## src/rtl/led_ramp_gen.sv

```systemverilog
// Breathing-ramp duty generator feeding the LED PWM stage: rise, hold bright, fall, hold dark.
// Latency: first duty STEP_CYCLES cycles after leaving IDLE; backpressure freezes the whole ramp (no drops).
module led_ramp_gen #(
    parameter int DUTY_W      = 8,
    parameter int STEP_CYCLES = 20000,
    parameter int STEP_SIZE   = 1,
    parameter int HOLD_STEPS  = 64
) (
    input  logic              clk,
    input  logic              rst_n,
    input  logic              en,
    input  logic              duty_ready,
    output logic              duty_valid,
    output logic [DUTY_W-1:0] duty,
    output logic [2:0]        phase,
    output logic              cycle_done
);

    localparam int PW = $clog2(STEP_CYCLES);
    localparam int HW = $clog2(HOLD_STEPS + 1);
    localparam logic [DUTY_W-1:0] DUTY_MAX   = '1;
    localparam logic [DUTY_W:0]   STEP_EXT   = (DUTY_W + 1)'(STEP_SIZE);
    localparam logic [PW-1:0]     PRESC_LAST = PW'(STEP_CYCLES - 1);
    localparam logic [HW-1:0]     HOLD_LAST  = HW'(HOLD_STEPS - 1);

    typedef enum logic [2:0] {
        IDLE    = 3'd0,
        RISE    = 3'd1,
        HOLD_HI = 3'd2,
        FALL    = 3'd3,
        HOLD_LO = 3'd4
    } state_t;

    state_t            state, state_nxt;
    logic [PW-1:0]     presc, presc_nxt;
    logic [HW-1:0]     hold_cnt, hold_nxt;
    logic [DUTY_W-1:0] duty_nxt;
    logic              valid_nxt;
    logic              done_nxt;
    logic              stall;
    logic              tick;
    logic [DUTY_W:0]   rise_sum;
    logic [DUTY_W:0]   fall_diff;
    logic [DUTY_W-1:0] rise_val;
    logic [DUTY_W-1:0] fall_val;

    // One extra bit catches overflow/borrow so the ramp saturates instead of wrapping.
    assign rise_sum  = {1'b0, duty} + STEP_EXT;
    assign fall_diff = {1'b0, duty} - STEP_EXT;
    assign rise_val  = (rise_sum > {1'b0, DUTY_MAX}) ? DUTY_MAX : rise_sum[DUTY_W-1:0];
    assign fall_val  = fall_diff[DUTY_W] ? '0 : fall_diff[DUTY_W-1:0];

    assign stall = duty_valid && !duty_ready;
    assign tick  = (state != IDLE) && (presc == PRESC_LAST) && !stall;
    assign phase = state;

    always_comb begin
        state_nxt = state;
        presc_nxt = presc;
        hold_nxt  = hold_cnt;
        duty_nxt  = duty;
        valid_nxt = duty_valid && !duty_ready;
        done_nxt  = 1'b0;

        if (!stall) begin
            if (state == IDLE) begin
                presc_nxt = '0;
            end else begin
                presc_nxt = tick ? '0 : presc + PW'(1);
            end

            case (state)
                IDLE: begin
                    if (en) begin
                        state_nxt = RISE;
                    end
                end
                RISE: begin
                    if (!en) begin
                        state_nxt = (duty == '0) ? IDLE : FALL;
                    end else if (tick) begin
                        duty_nxt  = rise_val;
                        valid_nxt = 1'b1;
                        if (rise_val == DUTY_MAX) begin
                            state_nxt = HOLD_HI;
                            hold_nxt  = '0;
                        end
                    end
                end
                HOLD_HI: begin
                    if (!en) begin
                        state_nxt = (duty == '0) ? IDLE : FALL;
                    end else if (tick) begin
                        if (hold_cnt == HOLD_LAST) begin
                            state_nxt = FALL;
                        end else begin
                            hold_nxt = hold_cnt + HW'(1);
                        end
                    end
                end
                FALL: begin
                    // Disable does not cut a fall short; it only redirects the end to IDLE.
                    if (tick) begin
                        duty_nxt  = fall_val;
                        valid_nxt = 1'b1;
                        if (fall_val == '0) begin
                            state_nxt = en ? HOLD_LO : IDLE;
                            hold_nxt  = '0;
                        end
                    end
                end
                HOLD_LO: begin
                    if (!en) begin
                        state_nxt = (duty == '0) ? IDLE : FALL;
                    end else if (tick) begin
                        if (hold_cnt == HOLD_LAST) begin
                            state_nxt = RISE;
                            done_nxt  = 1'b1;
                        end else begin
                            hold_nxt = hold_cnt + HW'(1);
                        end
                    end
                end
                default: begin
                    state_nxt = IDLE;
                end
            endcase
        end
    end

    always_ff @(posedge clk or negedge rst_n) begin
        if (!rst_n) begin
            state      <= IDLE;
            presc      <= '0;
            hold_cnt   <= '0;
            duty       <= '0;
            duty_valid <= 1'b0;
            cycle_done <= 1'b0;
        end else begin
            state      <= state_nxt;
            presc      <= presc_nxt;
            hold_cnt   <= hold_nxt;
            duty       <= duty_nxt;
            duty_valid <= valid_nxt;
            cycle_done <= done_nxt;
        end
    end

endmodule
```

## config.mk

```make
export PLATFORM = sky130hd
export DESIGN_NAME = led_ramp_gen
export DESIGN_NICKNAME = d
export VERILOG_FILES = /design/src/rtl/led_ramp_gen.sv
export SDC_FILE = /design/constraint.sdc
export NUM_CORES = 1
export LEC_CHECK = 0
export CORE_ASPECT_RATIO = 0.8
export CORE_UTILIZATION = 48
export CTS_BUF_LIST = sky130_fd_sc_hd__clkbuf_4 sky130_fd_sc_hd__clkbuf_8 sky130_fd_sc_hd__clkbuf_16
export DETAILED_ROUTE_END_ITERATION = 12
export PLACE_DENSITY_LB_ADDON = 0.05
export SYNTH_ARGS = -nofsm -noshare
export SYNTH_HDL_FRONTEND = slang
export SYNTH_SLANG_ARGS = --single-unit
```

## constraint.sdc

```tcl
create_clock -name clk -period 3.5 [get_ports clk]
set_input_delay 0.7 -clock clk [delete_from_list [all_inputs] [get_ports clk]]
set_output_delay 0.7 -clock clk [all_outputs]
set_load 0.02 [all_outputs]
```

Word level (Yosys, flattened, before mapping)
Cells that the tools add are included.

word-level totals
  flip-flop bits (word level) = 35
  bits in latches = 0
  memory bits (writable) = 0
  ROM bits = 0
  bits of input ports = 4
  output and inout port bits = 13
  word-level logic and storage cells = 90
  memories kept = 0

operators by class
  $add $sub $neg = 4
  multipliers = 0
  divide/modulo/power cells = 0
  magnitude comparators = 1
  eq/ne operators = 22
  shift-type cells = 0
  muxes and demuxes = 41
  bitwise gates (word level) = 1
  reduce and logical (&&, ||, !) cells = 15

operators by type and width
  kind                   number
  $mux 7                 8
  $mux 8                 5
  $mux 3                 13
  $mux 15                2
  $pmux 7 s3             1
  $reduce_and 10->1      2
  $ne 3x3->1 const B     6
  $logic_not 8->1        2
  $pmux 8 s2             1
  $add 15x1->15 const B  1
  $eq 15x15->1 const B   1
  $pmux 3 s5             1
  $ne 2x2->1 const B     7
  $add 8x1->9 const B    1
  $gt 9x8->1 const B     1
  $sub 8x1->9 const B    1
  $eq 8x8->1 const B     1
  $mux 1                 8
  $add 7x1->7 const B    1
  $eq 7x6->1 const B     1
  $eq 3x2->1 const B     2
  $reduce_bool 3->1      2
  $reduce_and 5->1       1
  $ne 2x1->1 const B     2
  other kinds (10)       13

Depth between registers and ports, before layout
  depth in word-level cells = 8
  mapped depth = 10
  mapped depth without buffers = 9

Worst setup path after synthesis
Ideal clock, no wire load.

  path kind = register -> register
  start = register duty[0]
  end = register hold_cnt[4]
  library setup time = 121 ps
  data arrival time = 2649 ps
  required time = 3379 ps
  setup slack = 730 ps
  stages on the path, launching flop included = 11
  path buffers = 1
  clock period less this slack = 2770 ps
  cell sequence = dfrtp_1 -> clkbuf_1 -> inv_1 -> ha_1 -> xnor2_1 -> a32oi_1 -> nor3_1 -> a31oi_4 -> or3_4 -> a221o_1 -> a22o_1

on the way
  cells in the longest elaborated chain, start to end = 6
  elaborated cells on any way between the ends = 10
  classes of those cells = add/sub (2); order compare (1); eq/ne (3); mux (2); reduce/logical (2)

RTL lines
  what                             line  RTL
  from (decl)                      14    output logic [DUTY_W-1:0] duty,
  from (signal assigned)           143   duty <= duty_nxt;
  $add 8x1->9                      48    assign rise_sum = {1'b0, duty} + STEP_EXT;
  $gt 9x8->1                       50    assign rise_val = (rise_sum > {1'b0, DUTY_MAX}) ? DUTY_MAX : rise_sum[DUTY_W-1:0];
  $mux 8                           50
  $eq 8x8->1                       84    if (rise_val == DUTY_MAX) begin
  $ne 2x2->1 (no line)             -
  $reduce_and 10->1 (no line) (*)  -
  to (signal assigned)             142   hold_cnt <= hold_nxt;
  to (decl)                        36    logic [HW-1:0] hold_cnt, hold_nxt;

Mark *: on every way between the ends. The rest lies on a longest branch, timed or not.
A chain may end at the register's enable or synchronous reset.

Worst setup path in the final report
  start = register duty[1]
  end = register hold_cnt[0]

The elaborated chain is that of the path after synthesis.

==> flow_summary.html <==
<table>
<tr><th>Metric</th><th>Value</th></tr>
<tr><th colspan="2">Run status</th></tr>
<tr><td>Result of the run</td><td>finished clean</td></tr>
<tr><th colspan="2">Setup path</th></tr>
<tr><td>Worst R2R Path Depth</td><td>9</td></tr>
<tr><td>Cell type group with the largest total delay on the critical path</td><td>simple AND/OR/NAND/NOR gates</td></tr>
<tr><td>Slowest stage cell on the critical path</td><td>sky130_fd_sc_hd__dfrtp_1</td></tr>
<tr><td>Type of origin of the critical path</td><td>flip-flop</td></tr>
<tr><td>Setup slack on the worst flop-to-flop path</td><td>640 ps</td></tr>
<tr><td>Data arrival time at the worst-slack endpoint</td><td>3030 ps</td></tr>
<tr><td>Cells traversed along the worst timing path</td><td>inv_1 &gt; ha_1 &gt; nor2b_1 &gt; a32oi_1 &gt; nor3_1 &gt; a31oi_4 &gt; nor3_2 &gt; o21ai_0 &gt; mux2_2</td></tr>
<tr><td>Kind of critical path</td><td>reg2reg</td></tr>
<tr><td>Element type at the critical path end</td><td>flip-flop</td></tr>
<tr><td>Maximum net fanout on the critical path</td><td>10</td></tr>
<tr><td>R2r endpoint</td><td>hold_cnt[0]</td></tr>
<tr><td>CP Data Required Time</td><td>3670 ps</td></tr>
<tr><td>Launch point of the worst reg-to-reg path</td><td>duty[1]</td></tr>
<tr><td>Largest stage delay on the critical path</td><td>510 ps</td></tr>
<tr><td>Number of buffers and inverters on the critical path</td><td>1</td></tr>
<tr><th colspan="2">Power and ir drop</th></tr>
<tr><td>Internal power</td><td>0.875 mW</td></tr>
<tr><td>Part of the total power dissipated in combinational logic</td><td>40.4%</td></tr>
<tr><td>Pwr/cell area</td><td>514 nW/um2</td></tr>
<tr><td>Switching Power</td><td>0.590 mW</td></tr>
<tr><td>Worst VDD drop</td><td>0.424 mV</td></tr>
<tr><td>Leakage power of the design</td><td>1.23 nW</td></tr>
<tr><td>Register share of total power</td><td>36.5%</td></tr>
<tr><td>Clock share of power</td><td>23.1%</td></tr>
<tr><td>Switching Fraction</td><td>40.3%</td></tr>
<tr><th colspan="2">Drt</th></tr>
<tr><td>Drt drc</td><td>0</td></tr>
<tr><td>Total length of routed wires</td><td>6110 um</td></tr>
<tr><td>DR vias</td><td>2,305</td></tr>
<tr><td>First-pass detailed-route iteration total</td><td>5</td></tr>
<tr><td>Average vias per placed instance</td><td>6.03</td></tr>
<tr><td>Wire per inst</td><td>16.0 um</td></tr>
<tr><td>Number of nets with antenna violations after detailed routing</td><td>0</td></tr>
<tr><td>Drt first-iter violations</td><td>181</td></tr>
<tr><th colspan="2">STA</th></tr>
<tr><td>Final cycle utilization of the critical path</td><td>81.7%</td></tr>
<tr><td>Normalized max-slew margin</td><td>41.7%</td></tr>
<tr><td>Total setup violations reported at the end of the flow</td><td>0</td></tr>
<tr><td>Final-report max-slew violation count</td><td>0</td></tr>
<tr><td>Maximum clock skew at final layout</td><td>8.97 ps</td></tr>
<tr><td>PnR worst setup slack</td><td>641 ps</td></tr>
<tr><td>Final hold vios</td><td>0</td></tr>
<tr><td>Max frequency</td><td>0.350 GHz</td></tr>
<tr><td>Worst slew pin tran</td><td>875 ps</td></tr>
<tr><td>Setup repair after global routing missed its margin</td><td>false</td></tr>
<tr><td>Shortest period the worst path allows</td><td>2860 ps</td></tr>
<tr><td>Sum Neg Setup Slack</td><td>0 ps</td></tr>
<tr><th colspan="2">Place</th></tr>
<tr><td>HPWL Detailed</td><td>4440 um</td></tr>
<tr><td>Placed inst area</td><td>2750 um2</td></tr>
<tr><td>Total placed cells including tap cells</td><td>374</td></tr>
<tr><td>Post-placement worst setup slack</td><td>532 ps</td></tr>
<tr><td>Routability cong.</td><td>0.820</td></tr>
<tr><td>Port bufs</td><td>16</td></tr>
<tr><th colspan="2">CTS</th></tr>
<tr><td>CTS tree</td><td>built</td></tr>
<tr><td>Buffer count from post-CTS setup fixing</td><td>0</td></tr>
<tr><td>CTS hold repair buffers</td><td>0</td></tr>
<tr><td>Number of clock sinks</td><td>35</td></tr>
<tr><td>Library cell used as clock root buffer</td><td>sky130_fd_sc_hd__clkbuf_8</td></tr>
<tr><td>Maximum number of buffers from clock root to sink</td><td>2</td></tr>
<tr><td>Clk pin slew, worst setup/hold paths</td><td>80 ps</td></tr>
<tr><td>H-tree depth</td><td>2</td></tr>
<tr><td>Post-cts sizing count</td><td>0</td></tr>
<tr><td>Clock insertion delay at the later pin of the skew report</td><td>290 ps</td></tr>
<tr><td>Clock buffers created by TritonCTS</td><td>5</td></tr>
<tr><th colspan="2">Global routing</th></tr>
<tr><td>Global-route wire length before repair</td><td>9920 um</td></tr>
<tr><td>Antenna violations before repair</td><td>0</td></tr>
<tr><td>Total track usage</td><td>23.2%</td></tr>
<tr><td>Pin count of the biggest net entering global routing</td><td>36</td></tr>
<tr><td>Number of global-route vias before repair</td><td>1,854</td></tr>
<tr><td>Grt ovf</td><td>0</td></tr>
<tr><th colspan="2">Floorplanning</th></tr>
<tr><td>Starting Density</td><td>50.2%</td></tr>
<tr><td>Count of pins on the block boundary</td><td>17</td></tr>
<tr><td>Placeable core region</td><td>5060 um2</td></tr>
<tr><td>Die Outline Area</td><td>5590 um2</td></tr>
<tr><td>Num rows</td><td>23</td></tr>
<tr><td>Die W</td><td>83.4 um</td></tr>
<tr><td>Floorplan die height</td><td>67.1 um</td></tr>
<tr><th colspan="2">Synthesis</th></tr>
<tr><td>Average size of a mapped cell</td><td>8.28 um2</td></tr>
<tr><td>Number of distinct library cell variants in the gate-level netlist after synthesis</td><td>62</td></tr>
<tr><td>Dominant synthesized flop cell</td><td>sky130_fd_sc_hd__dfrtp_1</td></tr>
<tr><td>Number of standard cells after synthesis</td><td>307</td></tr>
<tr><td>Number of warnings issued by yosys</td><td>0</td></tr>
<tr><td>Area leader, netlist</td><td>sky130_fd_sc_hd__dfrtp_1</td></tr>
<tr><td>Proportion of netlist area held by the largest area contributor</td><td>34.5%</td></tr>
<tr><td>Post-Synthesis Net Count</td><td>317</td></tr>
<tr><td>Cell types occupying the most area after synthesis</td><td>sky130_fd_sc_hd__dfrtp_1 34%, sky130_fd_sc_hd__nand2_1 4.7%, sky130_fd_sc_hd__nor2_1 4.7%</td></tr>
<tr><td>Count of flip-flops with a built-in enable after synthesis</td><td>0</td></tr>
<tr><td>Share of flip-flops with an asynchronous set or reset after synthesis</td><td>100%</td></tr>
<tr><td>Number of flip-flops and latches in the synthesized netlist</td><td>35</td></tr>
<tr><td>Mapped Area</td><td>2540 um2</td></tr>
<tr><td>Post-synthesis sequential area ratio</td><td>34.5%</td></tr>
<tr><th colspan="2">Final layout</th></tr>
<tr><td>N_diodes</td><td>0</td></tr>
<tr><td>Multi-input combinational cell area</td><td>1560 um2</td></tr>
<tr><td>Number of nets in the layout</td><td>329</td></tr>
<tr><td>Area taken by flip-flops and latches</td><td>876 um2</td></tr>
<tr><td>Area growth from synthesis to layout</td><td>12.1%</td></tr>
<tr><td>Final core occ</td><td>56.3%</td></tr>
<tr><td>Count of placed standard cells in the final layout, fillers left out</td><td>382</td></tr>
<tr><td>Fillers</td><td>466</td></tr>
<tr><td>Post-route cell area</td><td>2850 um2</td></tr>
<tr><td>Proportion of layout cells with a drive suffix above 1</td><td>10.9%</td></tr>
<tr><th colspan="2">Hold path</th></tr>
<tr><td>Class of the tightest hold or removal check</td><td>in2async</td></tr>
<tr><th colspan="2">Job</th></tr>
<tr><td>Maximum capacitance violations</td><td>0</td></tr>
</table>
## cells in the final DEF (no fill, tap or decap), types with 8 or more instances in the layout
master,Yosys,final
sky130_fd_sc_hd__nor2_1,32,32
sky130_fd_sc_hd__dfrtp_1,35,35
sky130_fd_sc_hd__clkdlybuf4s50_1,0,15
sky130_fd_sc_hd__a21oi_1,16,16
sky130_fd_sc_hd__o21ai_0,22,22
sky130_fd_sc_hd__nand3_1,16,16
sky130_fd_sc_hd__xor2_1,8,8
sky130_fd_sc_hd__inv_1,9,9
sky130_fd_sc_hd__nand2_1,32,32
sky130_fd_sc_hd__nand4_1,8,8
sky130_fd_sc_hd__and3_1,10,10
## metrics by stage
stage                     hold WS [ps]  total power, mW
after floorplan                    404            0.962
after global placement             487             1.12
after detailed placement           505             1.12
after CTS                          514             1.47
after global routing               550             1.58
final                              500             1.47
## registers in the layout, summed over array words and instances, names as in the netlist
name,flops
hold_cnt,7
duty,8
phase,3
presc,15
cycle_done,1
duty_valid,1
## cell type report
class,count,share of cell area (%)
clock buffer,8,3.65
tap,62,2.72
multi-input combinational,246,54.7
sequential,35,30.7
inverter,9,1.19
timing repair buffer,22,7.03
## synthesized netlist by cell type, types with 4 or more instances
library cell,number
sky130_fd_sc_hd__dfrtp_1,35
sky130_fd_sc_hd__nand2_1,32
sky130_fd_sc_hd__nor2_1,32
sky130_fd_sc_hd__o21ai_0,22
sky130_fd_sc_hd__a21oi_1,16
sky130_fd_sc_hd__nand3_1,16
sky130_fd_sc_hd__clkbuf_1,14
sky130_fd_sc_hd__and3_1,10
sky130_fd_sc_hd__inv_1,9
sky130_fd_sc_hd__nand4_1,8
sky130_fd_sc_hd__xor2_1,8
sky130_fd_sc_hd__nor2b_1,7
sky130_fd_sc_hd__a31oi_1,6
sky130_fd_sc_hd__ha_1,6
sky130_fd_sc_hd__nor3_1,6
sky130_fd_sc_hd__xnor2_1,5
sky130_fd_sc_hd__a22o_1,4
sky130_fd_sc_hd__mux2i_1,4
sky130_fd_sc_hd__nand2b_1,4
sky130_fd_sc_hd__nor3_2,4
sky130_fd_sc_hd__o31ai_1,4
## per-layer routing
layer	global-route usage (%)	share of wire (%)	vias to the layer above
met5	0	0	-
met4	5.17	0.59	0
met3	4.21	7.0	6
met2	28.5	38	74
met1	39.0	55	1073
li1	-	-	1152
## power groups by stage
stage / Combinational [mW] / Sequential [mW] / Clock [mW]
final: 0.592 / 0.535 / 0.339
after global placement: 0.577 / 0.542 / 0
after CTS: 0.586 / 0.534 / 0.349
after floorplan: 0.441 / 0.521 / 0
after detailed placement: 0.583 / 0.542 / 0
after global routing: 0.664 / 0.549 / 0.364
## kinds of logic (layout without fill, tap and decap cells)
kind of cell	count (synthesis)	in the layout	synth area share, %
buf+inv	26	39	4.23
simple gates	140	140	29.2
flops	35	35	34.5
fa+ha+maj	7	7	3.35
xor+xnor	13	13	4.48
compound gates	79	79	21.3
mux	7	7	3.00
## worst max path at each step
stage | cells past startpoint | startpoint | end | slack [ps]
finish | 9 | duty[1] | hold_cnt[0] | 640
global route | 9 | duty[1] | hold_cnt[0] | 360
CTS | 9 | duty[1] | hold_cnt[0] | 670
detailed placement | 8 | duty_ready | hold_cnt[5] | 530
global placement | 8 | duty_ready | hold_cnt[5] | 580
floorplan | 10 | duty[0] | hold_cnt[4] | 730
(Power assumes the default switching activity.)
